==> src/rtl/fifo_uart_tx_if.sv <==
// Byte-write / status bundle between the upstream formatter stage and the
// FIFO-fed UART transmitter. The writer drives the write strobe and byte and
// observes the FIFO status and the serial line.
interface fifo_uart_tx_if #(
  parameter int DEPTH = 32
);
  logic                     wr_en;
  logic [7:0]               data_i;
  logic                     full;
  logic                     empty;
  logic [$clog2(DEPTH):0]   count;
  logic                     overflow;
  logic                     tx;
  logic                     tx_busy;

  modport master (
    output wr_en, data_i,
    input  full, empty, count, overflow, tx, tx_busy
  );

  modport slave (
    input  wr_en, data_i,
    output full, empty, count, overflow, tx, tx_busy
  );
endinterface

==> src/rtl/fifo_uart_tx.sv <==
// Byte FIFO feeding an 8N1 UART transmitter. Writes are accepted against the
// registered full flag; the transmitter pops the head byte from IDLE, or
// straight out of the final STOP cycle so consecutive frames have no gap.
module fifo_uart_tx #(
  parameter int CLKS_PER_BIT = 868,
  parameter int DEPTH        = 32
) (
  input logic           clk,
  input logic           rstn,
  fifo_uart_tx_if.slave bus
);
  localparam int PTR_W = $clog2(DEPTH);
  localparam int CNT_W = PTR_W + 1;
  localparam int BIT_W = $clog2(CLKS_PER_BIT);

  localparam logic [PTR_W-1:0] PTR_ONE  = PTR_W'(1);
  localparam logic [CNT_W-1:0] CNT_ONE  = CNT_W'(1);
  localparam logic [CNT_W-1:0] CNT_ZERO = CNT_W'(0);
  localparam logic [CNT_W-1:0] CNT_FULL = CNT_W'(DEPTH);
  localparam logic [BIT_W-1:0] BIT_ZERO = BIT_W'(0);
  localparam logic [BIT_W-1:0] BIT_ONE  = BIT_W'(1);
  localparam logic [BIT_W-1:0] BIT_LAST = BIT_W'(CLKS_PER_BIT - 1);

  typedef enum logic [1:0] {
    IDLE  = 2'd0,
    START = 2'd1,
    DATA  = 2'd2,
    STOP  = 2'd3
  } state_t;

  // Storage carries no reset; only pointers and flags define validity.
  logic [7:0]       mem [DEPTH];
  logic [7:0]       head;

  logic [PTR_W-1:0] wr_ptr_q, wr_ptr_d;
  logic [PTR_W-1:0] rd_ptr_q, rd_ptr_d;
  logic [CNT_W-1:0] count_q, count_d;
  logic             full_q, full_d;
  logic             empty_q, empty_d;
  logic             overflow_q, overflow_d;

  logic             push;
  logic             pop;
  logic             bit_end;

  state_t           state_q;
  logic [BIT_W-1:0] bit_cnt_q;
  logic [2:0]       bit_idx_q;
  logic [7:0]       shift_q;
  logic             tx_q;
  logic             tx_busy_q;

  assign head         = mem[rd_ptr_q];
  assign bus.full     = full_q;
  assign bus.empty    = empty_q;
  assign bus.count    = count_q;
  assign bus.overflow = overflow_q;
  assign bus.tx       = tx_q;
  assign bus.tx_busy  = tx_busy_q;

  // Push/pop decode; pop only sees the registered empty flag, so a byte written
  // into an empty FIFO is never popped at the edge that stores it.
  always_comb begin
    push    = bus.wr_en & ~full_q;
    bit_end = (bit_cnt_q == BIT_LAST);
    if (state_q == IDLE) begin
      pop = ~empty_q;
    end else if (state_q == STOP) begin
      pop = bit_end & ~empty_q;
    end else begin
      pop = 1'b0;
    end
  end

  // FIFO pointer, occupancy and sticky-overflow next state.
  always_comb begin
    overflow_d = overflow_q | (bus.wr_en & full_q);
    if (push) begin
      wr_ptr_d = wr_ptr_q + PTR_ONE;
    end else begin
      wr_ptr_d = wr_ptr_q;
    end
    if (pop) begin
      rd_ptr_d = rd_ptr_q + PTR_ONE;
    end else begin
      rd_ptr_d = rd_ptr_q;
    end
    case ({push, pop})
      2'b10:   count_d = count_q + CNT_ONE;
      2'b01:   count_d = count_q - CNT_ONE;
      default: count_d = count_q;
    endcase
    full_d  = (count_d == CNT_FULL);
    empty_d = (count_d == CNT_ZERO);
  end

  // FIFO control registers.
  always_ff @(posedge clk) begin
    if (!rstn) begin
      wr_ptr_q   <= PTR_W'(0);
      rd_ptr_q   <= PTR_W'(0);
      count_q    <= CNT_ZERO;
      full_q     <= 1'b0;
      empty_q    <= 1'b1;
      overflow_q <= 1'b0;
    end else begin
      wr_ptr_q   <= wr_ptr_d;
      rd_ptr_q   <= rd_ptr_d;
      count_q    <= count_d;
      full_q     <= full_d;
      empty_q    <= empty_d;
      overflow_q <= overflow_d;
    end
  end

  // Byte storage write port.
  always_ff @(posedge clk) begin
    if (push) begin
      mem[wr_ptr_q] <= bus.data_i;
    end
  end

  // Transmitter FSM with registered line and busy outputs.
  always_ff @(posedge clk) begin
    if (!rstn) begin
      state_q   <= IDLE;
      bit_cnt_q <= BIT_ZERO;
      bit_idx_q <= 3'd0;
      shift_q   <= 8'h00;
      tx_q      <= 1'b1;
      tx_busy_q <= 1'b0;
    end else begin
      case (state_q)
        IDLE: begin
          bit_cnt_q <= BIT_ZERO;
          if (pop) begin
            shift_q   <= head;
            tx_q      <= 1'b0;
            state_q   <= START;
            tx_busy_q <= 1'b1;
          end else begin
            tx_q      <= 1'b1;
            tx_busy_q <= 1'b0;
          end
        end
        START: begin
          if (bit_end) begin
            bit_cnt_q <= BIT_ZERO;
            bit_idx_q <= 3'd0;
            tx_q      <= shift_q[0];
            state_q   <= DATA;
          end else begin
            bit_cnt_q <= bit_cnt_q + BIT_ONE;
          end
        end
        DATA: begin
          if (bit_end) begin
            bit_cnt_q <= BIT_ZERO;
            if (bit_idx_q == 3'd7) begin
              tx_q    <= 1'b1;
              state_q <= STOP;
            end else begin
              bit_idx_q <= bit_idx_q + 3'd1;
              tx_q      <= shift_q[bit_idx_q + 3'd1];
            end
          end else begin
            bit_cnt_q <= bit_cnt_q + BIT_ONE;
          end
        end
        STOP: begin
          if (bit_end) begin
            bit_cnt_q <= BIT_ZERO;
            if (pop) begin
              // Chain straight into the next start bit, no idle cycle.
              shift_q <= head;
              tx_q    <= 1'b0;
              state_q <= START;
            end else begin
              tx_q      <= 1'b1;
              state_q   <= IDLE;
              tx_busy_q <= 1'b0;
            end
          end else begin
            bit_cnt_q <= bit_cnt_q + BIT_ONE;
          end
        end
        default: begin
          state_q   <= IDLE;
          bit_cnt_q <= BIT_ZERO;
          tx_q      <= 1'b1;
          tx_busy_q <= 1'b0;
        end
      endcase
    end
  end
endmodule

==> src/flat_wrapper.sv <==
// flat-port wrapper written by rule: the top's interface ports become plain ports
module fifo_uart_tx_flat 
#(
  parameter int CLKS_PER_BIT = 868,
  parameter int DEPTH        = 32
)
  (clk, rstn, bus_wr_en, bus_data_i, bus_full, bus_empty, bus_count, bus_overflow, bus_tx, bus_tx_busy);
  fifo_uart_tx_if #(.DEPTH(DEPTH)) bus_i ();
  input logic clk;
  input logic rstn;
  input wire logic [$bits(bus_i.wr_en)-1:0] bus_wr_en;
  input wire logic [$bits(bus_i.data_i)-1:0] bus_data_i;
  output wire logic [$bits(bus_i.full)-1:0] bus_full;
  output wire logic [$bits(bus_i.empty)-1:0] bus_empty;
  output wire logic [$bits(bus_i.count)-1:0] bus_count;
  output wire logic [$bits(bus_i.overflow)-1:0] bus_overflow;
  output wire logic [$bits(bus_i.tx)-1:0] bus_tx;
  output wire logic [$bits(bus_i.tx_busy)-1:0] bus_tx_busy;
  assign bus_i.wr_en = bus_wr_en;
  assign bus_i.data_i = bus_data_i;
  assign bus_full = bus_i.full;
  assign bus_empty = bus_i.empty;
  assign bus_count = bus_i.count;
  assign bus_overflow = bus_i.overflow;
  assign bus_tx = bus_i.tx;
  assign bus_tx_busy = bus_i.tx_busy;
  fifo_uart_tx #(.CLKS_PER_BIT(CLKS_PER_BIT), .DEPTH(DEPTH)) u_core (.clk(clk), .rstn(rstn), .bus(bus_i));
endmodule
==> config.mk <==
export PLATFORM = sky130hd
export DESIGN_NAME = fifo_uart_tx_flat
export DESIGN_NICKNAME = d
export VERILOG_FILES = /design/src/rtl/fifo_uart_tx_if.sv /design/src/rtl/fifo_uart_tx.sv /design/src/flat_wrapper.sv
export SDC_FILE = /design/constraint.sdc
export NUM_CORES = 1
export LEC_CHECK = 0
export ABC_AREA = 1
export BUFFER_PORTS_ARGS = -buffer_cell sky130_fd_sc_hd__buf_2
export CORE_MARGIN = 8
export CORE_UTILIZATION = 30
export DETAILED_ROUTE_END_ITERATION = 8
export PLACE_DENSITY = 0.5
export SLEW_MARGIN = 10
export SYNTH_ARGS = -nofsm -noshare
export SYNTH_HDL_FRONTEND = slang
export SYNTH_SLANG_ARGS = --single-unit
export TNS_END_PERCENT = 10
==> constraint.sdc <==
create_clock -name clk -period 4.1 [get_ports clk]
set_input_delay 0.205 -clock clk [delete_from_list [all_inputs] [get_ports clk]]
set_output_delay 0.205 -clock clk [all_outputs]
set_load 0.1 [all_outputs]
-- Yosys cells after proc, flatten, opt, wreduce, memory -nomap -nowiden
Memories as Yosys holds them, arrays and structs flattened. A register that Yosys moved wholly into a read port is not among the register bits.
Cells that the tools add are included.
W data, S select, Z words.
- flip-flop bits (word level): 44
- RAM bits: 256
- bits of input ports: 11
- output and inout bits: 11
- logic and storage cells: 86
- memories kept: 1
- memory list (name ; depth ; width ; rd ports ; clocked after Yosys merged registers in ; wr ports ; line ; RTL):
    u_core.mem ; 32 ; 8 ; 1 ; 1 ; 1 ; fifo_uart_tx.sv:32 ; logic [7:0] mem [DEPTH];
- $add $sub $neg: 6
- $lt $le $gt $ge: 1
- equality and inequality tests: 15
- mux-type cells: 35
- bitwise gates (word level): 6
- reductions and logical operators: 10
- operators with widths (cell ; number):
    $pmux W10 S2 ; 1
    $mux W8 ; 2
    $pmux W8 S2 ; 1
    $mux W1 ; 14
    $pmux W6 S2 ; 1
    $add A10 B1 Y10 const B ; 1
    $add A5 B1 Y5 const B ; 2
    $eq A10 B10 Y1 const B ; 1
    $mux W10 ; 1
    $mux W2 ; 5
    $mux W5 ; 2
    $ne A2 B1 Y1 const B ; 5
    $mux W3 ; 3
    $pmux W2 S4 ; 1
    $add A6 B1 Y6 const B ; 1
    $eq A2 B2 Y1 const B ; 3
    $eq A6 B6 Y1 const B ; 1
    $logic_not A6 Y1 ; 1
    $pmux W3 S2 ; 1
    $reduce_and A3 Y1 ; 2
    $sub A6 B1 Y6 const B ; 1
    $reduce_and A5 Y1 ; 1
    $eq A2 B1 Y1 const B ; 2
    $lt A3 B4 Y1 const B ; 1
    14 further kinds ; 19

-- Logic depth before layout (Yosys ltp)
- depth in word-level cells: 7
- mapped depth: 22

-- Least setup slack after synthesis
OpenSTA, ideal clock, no wires.
- path type: reg-to-reg
- start point: register u_core.empty_q, in the netlist u_core.bus.empty
- end point: register u_core.empty_q, in the netlist u_core.bus.empty
- setup time: 0.124 ns
- arrival time: 2.905 ns
- path slack: 1.072 ns
- cell stages (with the launch flop): 17
- path buffers: 1
- cell sequence: dfxtp_1 > inv_1 > nand2_4 > clkinv_1 > ha_1 > buf_6 > nor2_1 > nor2_1 > ha_1 > a21oi_1 > inv_1 > nand3_1 > nand3_1 > nand3_1 > nand2_1 > nand3_1 > nand2_1
- word-level cells in the longest chain between the ends: 7
- elaborated cells between the ends (all ways): 8
- ends and longest elaborated chain (what ; line ; RTL):
    start, declared ; fifo_uart_tx.sv:39 ; logic empty_q, empty_d;
    start signal, assigned ; fifo_uart_tx.sv:111 ; empty_q <= empty_d;
    $not A1 Y1 (*) ; fifo_uart_tx.sv:67, fifo_uart_tx.sv:69 ;
    $and A1 B1 Y1 ; fifo_uart_tx.sv:69 ; pop = bit_end & ~empty_q;
    $mux W1 ; fifo_uart_tx.sv:68 ; end else if (state_q == STOP) begin
    $mux W1 (*) ; fifo_uart_tx.sv:66 ; if (state_q == IDLE) begin
    $eq A2 B1 Y1 / $eq A2 B2 Y1 (equally long branches) ; fifo_uart_tx.sv:88 ; case ({push, pop})
    $pmux W6 S2 (*) ; fifo_uart_tx.sv:88 ;
    $logic_not A6 Y1 (*) ; fifo_uart_tx.sv:94 ; empty_d = (count_d == CNT_ZERO);
Every way passes the cells marked *; elsewhere a longest branch is shown, timed or not.
A chain may end at the register's enable or synchronous reset.

-- Worst setup path after layout
- start point: register u_core.state_q[0]
- end point: register u_core.full_q, in the netlist u_core.bus.full
- word-level cells in the longest chain between the ends: 6
- elaborated cells between the ends (all ways): 8
- ends and longest elaborated chain (what ; line ; RTL):
    start, declared ; fifo_uart_tx.sv:46 ; state_t state_q;
    start signal, assigned ; fifo_uart_tx.sv:126 ; state_q <= IDLE;
    start signal, assigned ; fifo_uart_tx.sv:139 ; state_q <= START;
    start signal, assigned ; fifo_uart_tx.sv:151 ; state_q <= DATA;
    $eq A2 B2 Y1 ; fifo_uart_tx.sv:68 ;
    $mux W1 ; fifo_uart_tx.sv:68 ;
    $mux W1 (*) ; fifo_uart_tx.sv:66 ;
    $eq A2 B1 Y1 / $eq A2 B2 Y1 (equally long branches) ; fifo_uart_tx.sv:88 ;
    $pmux W6 S2 (*) ; fifo_uart_tx.sv:88 ;
    $eq A6 B6 Y1 (*) ; fifo_uart_tx.sv:93 ; full_d = (count_d == CNT_FULL);
    end signal, assigned ; fifo_uart_tx.sv:110 ; full_q <= full_d;
    end, declared ; fifo_uart_tx.sv:38 ; logic full_q, full_d;
Marks and branches as above.

==> impl_metrics.csv <==
group,metric,value,unit
final_layout,n_fill_cell,4454,
logic_synthesis,ys_seq_area_share,65.2,%
detailed_routing,drt_wl_total,32.1,mm
critical_path,crit_fanout,16,
clock_tree,h-tree-depth,2,
clock_tree,clkLatencyLatePin,510,ps
power_and_ir_drop,ir_worst_vdd,0.439,mV
logic_synthesis,synthFlopType,"edfxtp_1",
logic_synthesis,synth_edf_count,256,
critical_path,crit_slowest_cell,"ha_1",
grt,grt_pass1_wl,50.8,mm
critical_path,crit_family,"simple AND/OR/NAND/NOR gates",
detailed_routing,vias,8786,
critical_path,critPathLaunch,"u_core.state_q[0]$_SDFFE_PN0P_",
power_and_ir_drop,cellInternalPower,6.05,mW
clock_tree,cts_made_buffers,34,
detailed_routing,post_drt_wl_per_cell,16.5,µm
logic_synthesis,synth_top_family_by_area,"simple AND/OR/NAND/NOR gates",
sta,worstMarginPinSlew,1210,ps
critical_path,cp_num_buf_inv,4,
critical_path,cp-start-kind,"flip-flop",
power_and_ir_drop,pwr-share-seq,38.3,%
power_and_ir_drop,power.leakage,5.78,nW
power_and_ir_drop,comb_power_share,30.3,%
critical_path,cp.required,4540,ps
floorplanning,die_x,227,µm
sta,slew_violations,0,
critical_path,worstSetupPathDepth,19,
logic_synthesis,synthAdderAreaFrac,1.51,%
run,drv_cap,0,
sta,setup_tns,0,ps
detailed_routing,ant_nets,0,
grt,antenna_found_initial,0,
clock_tree,cts_root_buf,"clkbuf_16",
grt,grt_max_degree,143,
clock_tree,clock_path_buffers,3,
floorplanning,die_h,227,µm
critical_path,crit_path_end,"u_core.bus.full$_SDFF_PN0_",
floorplanning,rows,77,
sta,finalHoldViolCount,0,
logic_synthesis,syn_area,13300,µm²
logic_synthesis,synth_compound_area_share,4.32,%
sta,layout_min_cycle_time,3010,ps
detailed_routing,drt-initial-drc-count,629,
clock_tree,clk_pin_slew,60,ps
logic_synthesis,ys_ff_latch,305,
sta,fin_crit_sh,73.3,%
logic_synthesis,async_flop_share,0,%
final_layout,num_antenna_cells,0,
power_and_ir_drop,power.net_switching,3.44,mW
critical_path,r2r-end,"u_core.bus.full$_SDFF_PN0_",
sta,maxSlewHeadroom,19.4,%
detailed_routing,dr.pass1.iters,7,
logic_synthesis,synth_simple_gate_area_share,21.5,%
hold_path,hp-class,"in -> reg",
critical_path,slowest_delay,410,ps
placement,place_congestion,0.787,
grt,grt_overflow_total,0,
critical_path,path_cells,"inv_1 -> ha_1 -> inv_1 -> nand2_1 -> nand2_4 -> clkinv_1 -> ha_1 -> nor2_1 -> nor2_1 -> ha_1 -> a21oi_1 -> inv_1 -> nand3_1 -> nand2_1 -> nand2_1 -> nand3_1 -> nand2_1 -> nand2_1 -> nor2_1",
critical_path,r2r_cells,19,
floorplanning,dieArea,51300,µm²
detailed_routing,via_per_inst,4.51,
grt,grt_pass1_vias,8814,
critical_path,endpoint_kind,"flip-flop",
logic_synthesis,synth_xor_area_share,0.395,%
sta,fmax,333,MHz
power_and_ir_drop,clockPowerShare,31.4,%
clock_tree,cts-resized-gates,0,
sta,finalSetupViolCount,0,
logic_synthesis,ys_types,37,
power_and_ir_drop,switching_share,36.2,%
logic_synthesis,postSynthAreaPerCell,10.0,µm²
floorplanning,pin_count,22,
critical_path,path_class,"reg -> reg",
logic_synthesis,synth_nets,1352,
power_and_ir_drop,power_density,635,nW/µm²
placement,dp_hpwl,18.7,mm
final_layout,syn_to_final_growth,12.4,%
floorplanning,initial_core_util,30.2,%
clock_tree,cts_tree,"done",
detailed_routing,drc_errors,0,
critical_path,rr_startpoint,"u_core.state_q[0]$_SDFFE_PN0P_",
grt,track_usage,12.7,%
outcome,status,"finished, final reports clean",
logic_synthesis,ys.warnings.count,0,
placement,port_buffers,21,
critical_path,crit_top_cell,"nand2_1",
critical_path,worst-r2r-setup-slack,1090,ps
floorplanning,core-area,44000,µm²
final_layout,nets,1360,
logic_synthesis,syn_inst,1325,
sta,skew,19.2,ps
sta,timing.hold.ws,291,ps
logic_synthesis,synthMuxAreaShare,0,%
clock_tree,clock-sinks,305,
critical_path,arrival,3450,ps
final_layout,drive_gt1_share,6.64,%
sta,rsz0062_at_grt,"false",
## kinds of logic after synthesis
family / after synthesis
simple gates: 683
compound gates: 105
buf+inv: 210
flops: 305
fa+ha+maj: 16
xor+xnor: 6
## placed cells by master (no fill, tap or decap), drive strengths merged, types with 4 or more instances in the layout
| master | n |
|---|---|
| a21oi | 36 |
| buf | 29 |
| clkbuf | 42 |
| clkinv | 12 |
| dfxtp | 49 |
| edfxtp | 256 |
| ha | 16 |
| inv | 151 |
| nand2 | 359 |
| nand3 | 192 |
| nor2 | 117 |
| nor3 | 5 |
| o211ai | 9 |
| o21ai | 53 |
| or2 | 4 |
| xnor2 | 5 |
## layer usage
| metal | track usage [%] | routed length (µm) | vias to the layer above |
|---|---|---|---|
| met4 | 4.54 | 951 | 0 |
| li1 | - | - | 4415 |
| met2 | 20.3 | 14800 | 141 |
| met5 | 0 | 0 | - |
| met1 | 17.5 | 15200 | 4170 |
| met3 | 1.80 | 1140 | 60 |
## sequential cells by signal, indices dropped and copies added, names as in the netlist, named ones only
signal / count
u_core.bit_idx_q: 3
u_core.bit_cnt_q: 10
u_core.rd_ptr_q: 5
u_core.bus.count: 6
u_core.bus.full: 1
u_core.shift_q: 8
u_core.bus.overflow: 1
u_core.bus.tx: 1
u_core.bus.empty: 1
u_core.state_q: 2
u_core.wr_ptr_q: 5
u_core.mem: 256
u_core.bus.tx_busy: 1
## repair_timing
action	CTS	global route
buffers inserted	0	0
hold endpoints to repair	2	0
setup endpoints to repair	0	0
hold buffers	2	0
## worst min-delay path by stage
stage	startpoint	endpoint	slack (ps)	depth (start not counted)
6_report	bus_data_i[0]	u_core.mem[6][0]$_DFFE_PP_	290	1
5_1_grt	bus_data_i[0]	u_core.mem[6][0]$_DFFE_PP_	310	1
4_1_cts	bus_data_i[6]	u_core.mem[0][6]$_DFFE_PP_	290	1
3_5_place_dp	u_core.bit_cnt_q[0]$_SDFF_PP0_	u_core.bit_cnt_q[0]$_SDFF_PP0_	450	1
3_3_place_gp	u_core.bit_cnt_q[0]$_SDFF_PP0_	u_core.bit_cnt_q[0]$_SDFF_PP0_	430	1
2_1_floorplan	bus_data_i[0]	u_core.mem[0][0]$_DFFE_PP_	300	0
## layout make-up
cell class / instances / area (µm²) / share of cell area [%]
sequential: 305 / 8670 / 58.1
multi-input combinational: 810 / 3680 / 24.6
clock buffer: 42 / 912 / 6.11
tap: 592 / 741 / 4.96
inverter: 151 / 569 / 3.81
timing repair buffer: 31 / 198 / 1.32
clock inverter: 17 / 164 / 1.10
## power groups by stage
stage	Sequential [mW]	Combinational [mW]	Clock, mW
floorplan	3.96	1.97	0
global placement	3.69	2.90	0
detailed placement	3.70	2.91	0
CTS	3.63	2.92	3.06
global route	3.65	3.23	3.16
finish	3.63	2.88	2.98
## worst register-to-register path, stage by stage (launching register included)
cell and delay [ps]:
dfxtp_1 390, inv_1 100, ha_1 210, inv_1 80, nand2_1 90, nand2_4 170, clkinv_1 280, ha_1 410
nor2_1 180, nor2_1 90, ha_1 170, a21oi_1 160, inv_1 80, nand3_1 90, nand2_1 60, nand2_1 50
nand3_1 60, nand2_1 100, nand2_1 70, nor2_1 110
## synthesized netlist by cell type, types with 2 or more instances
| master | n | area share, % |
|---|---|---|
| a211oi_1 | 3 | 0.17 |
| a21oi_1 | 36 | 1.4 |
| buf_1 | 4 | 0.11 |
| buf_2 | 21 | 0.79 |
| buf_4 | 6 | 0.34 |
| buf_6 | 14 | 1.2 |
| clkbuf_1 | 14 | 0.40 |
| dfxtp_1 | 49 | 7.4 |
| edfxtp_1 | 256 | 58 |
| ha_1 | 16 | 1.5 |
| inv_1 | 146 | 4.1 |
| inv_2 | 3 | 0.085 |
| nand2_1 | 358 | 10 |
| nand3_1 | 192 | 7.2 |
| nand3b_1 | 2 | 0.11 |
| nor2_1 | 116 | 3.3 |
| nor3_1 | 5 | 0.19 |
| o211ai_1 | 9 | 0.51 |
| o21ai_0 | 44 | 1.7 |
| o21ai_1 | 8 | 0.30 |
| or2_2 | 3 | 0.14 |
| xnor2_1 | 5 | 0.33 |
## metrics by stage
| step | utilization [%] | total power, mW | setup WS (ps) | instances | cell area, µm² |
|---|---|---|---|---|---|
| after floorplan | - | 5.93 | 1070 | 1325 | 13300 |
| after global placement | 31.4 | 6.60 | 1200 | 1887 | 13800 |
| after detailed placement | 31.4 | 6.60 | 1110 | 1887 | 13800 |
| after CTS | 33.9 | 9.61 | 1080 | 1948 | 14900 |
| after global routing | 33.9 | 10.0 | 669 | 1948 | 14900 |
| final | 33.9 | 9.49 | 1090 | 1948 | 14900 |
Power figures use the tool's default switching activity.
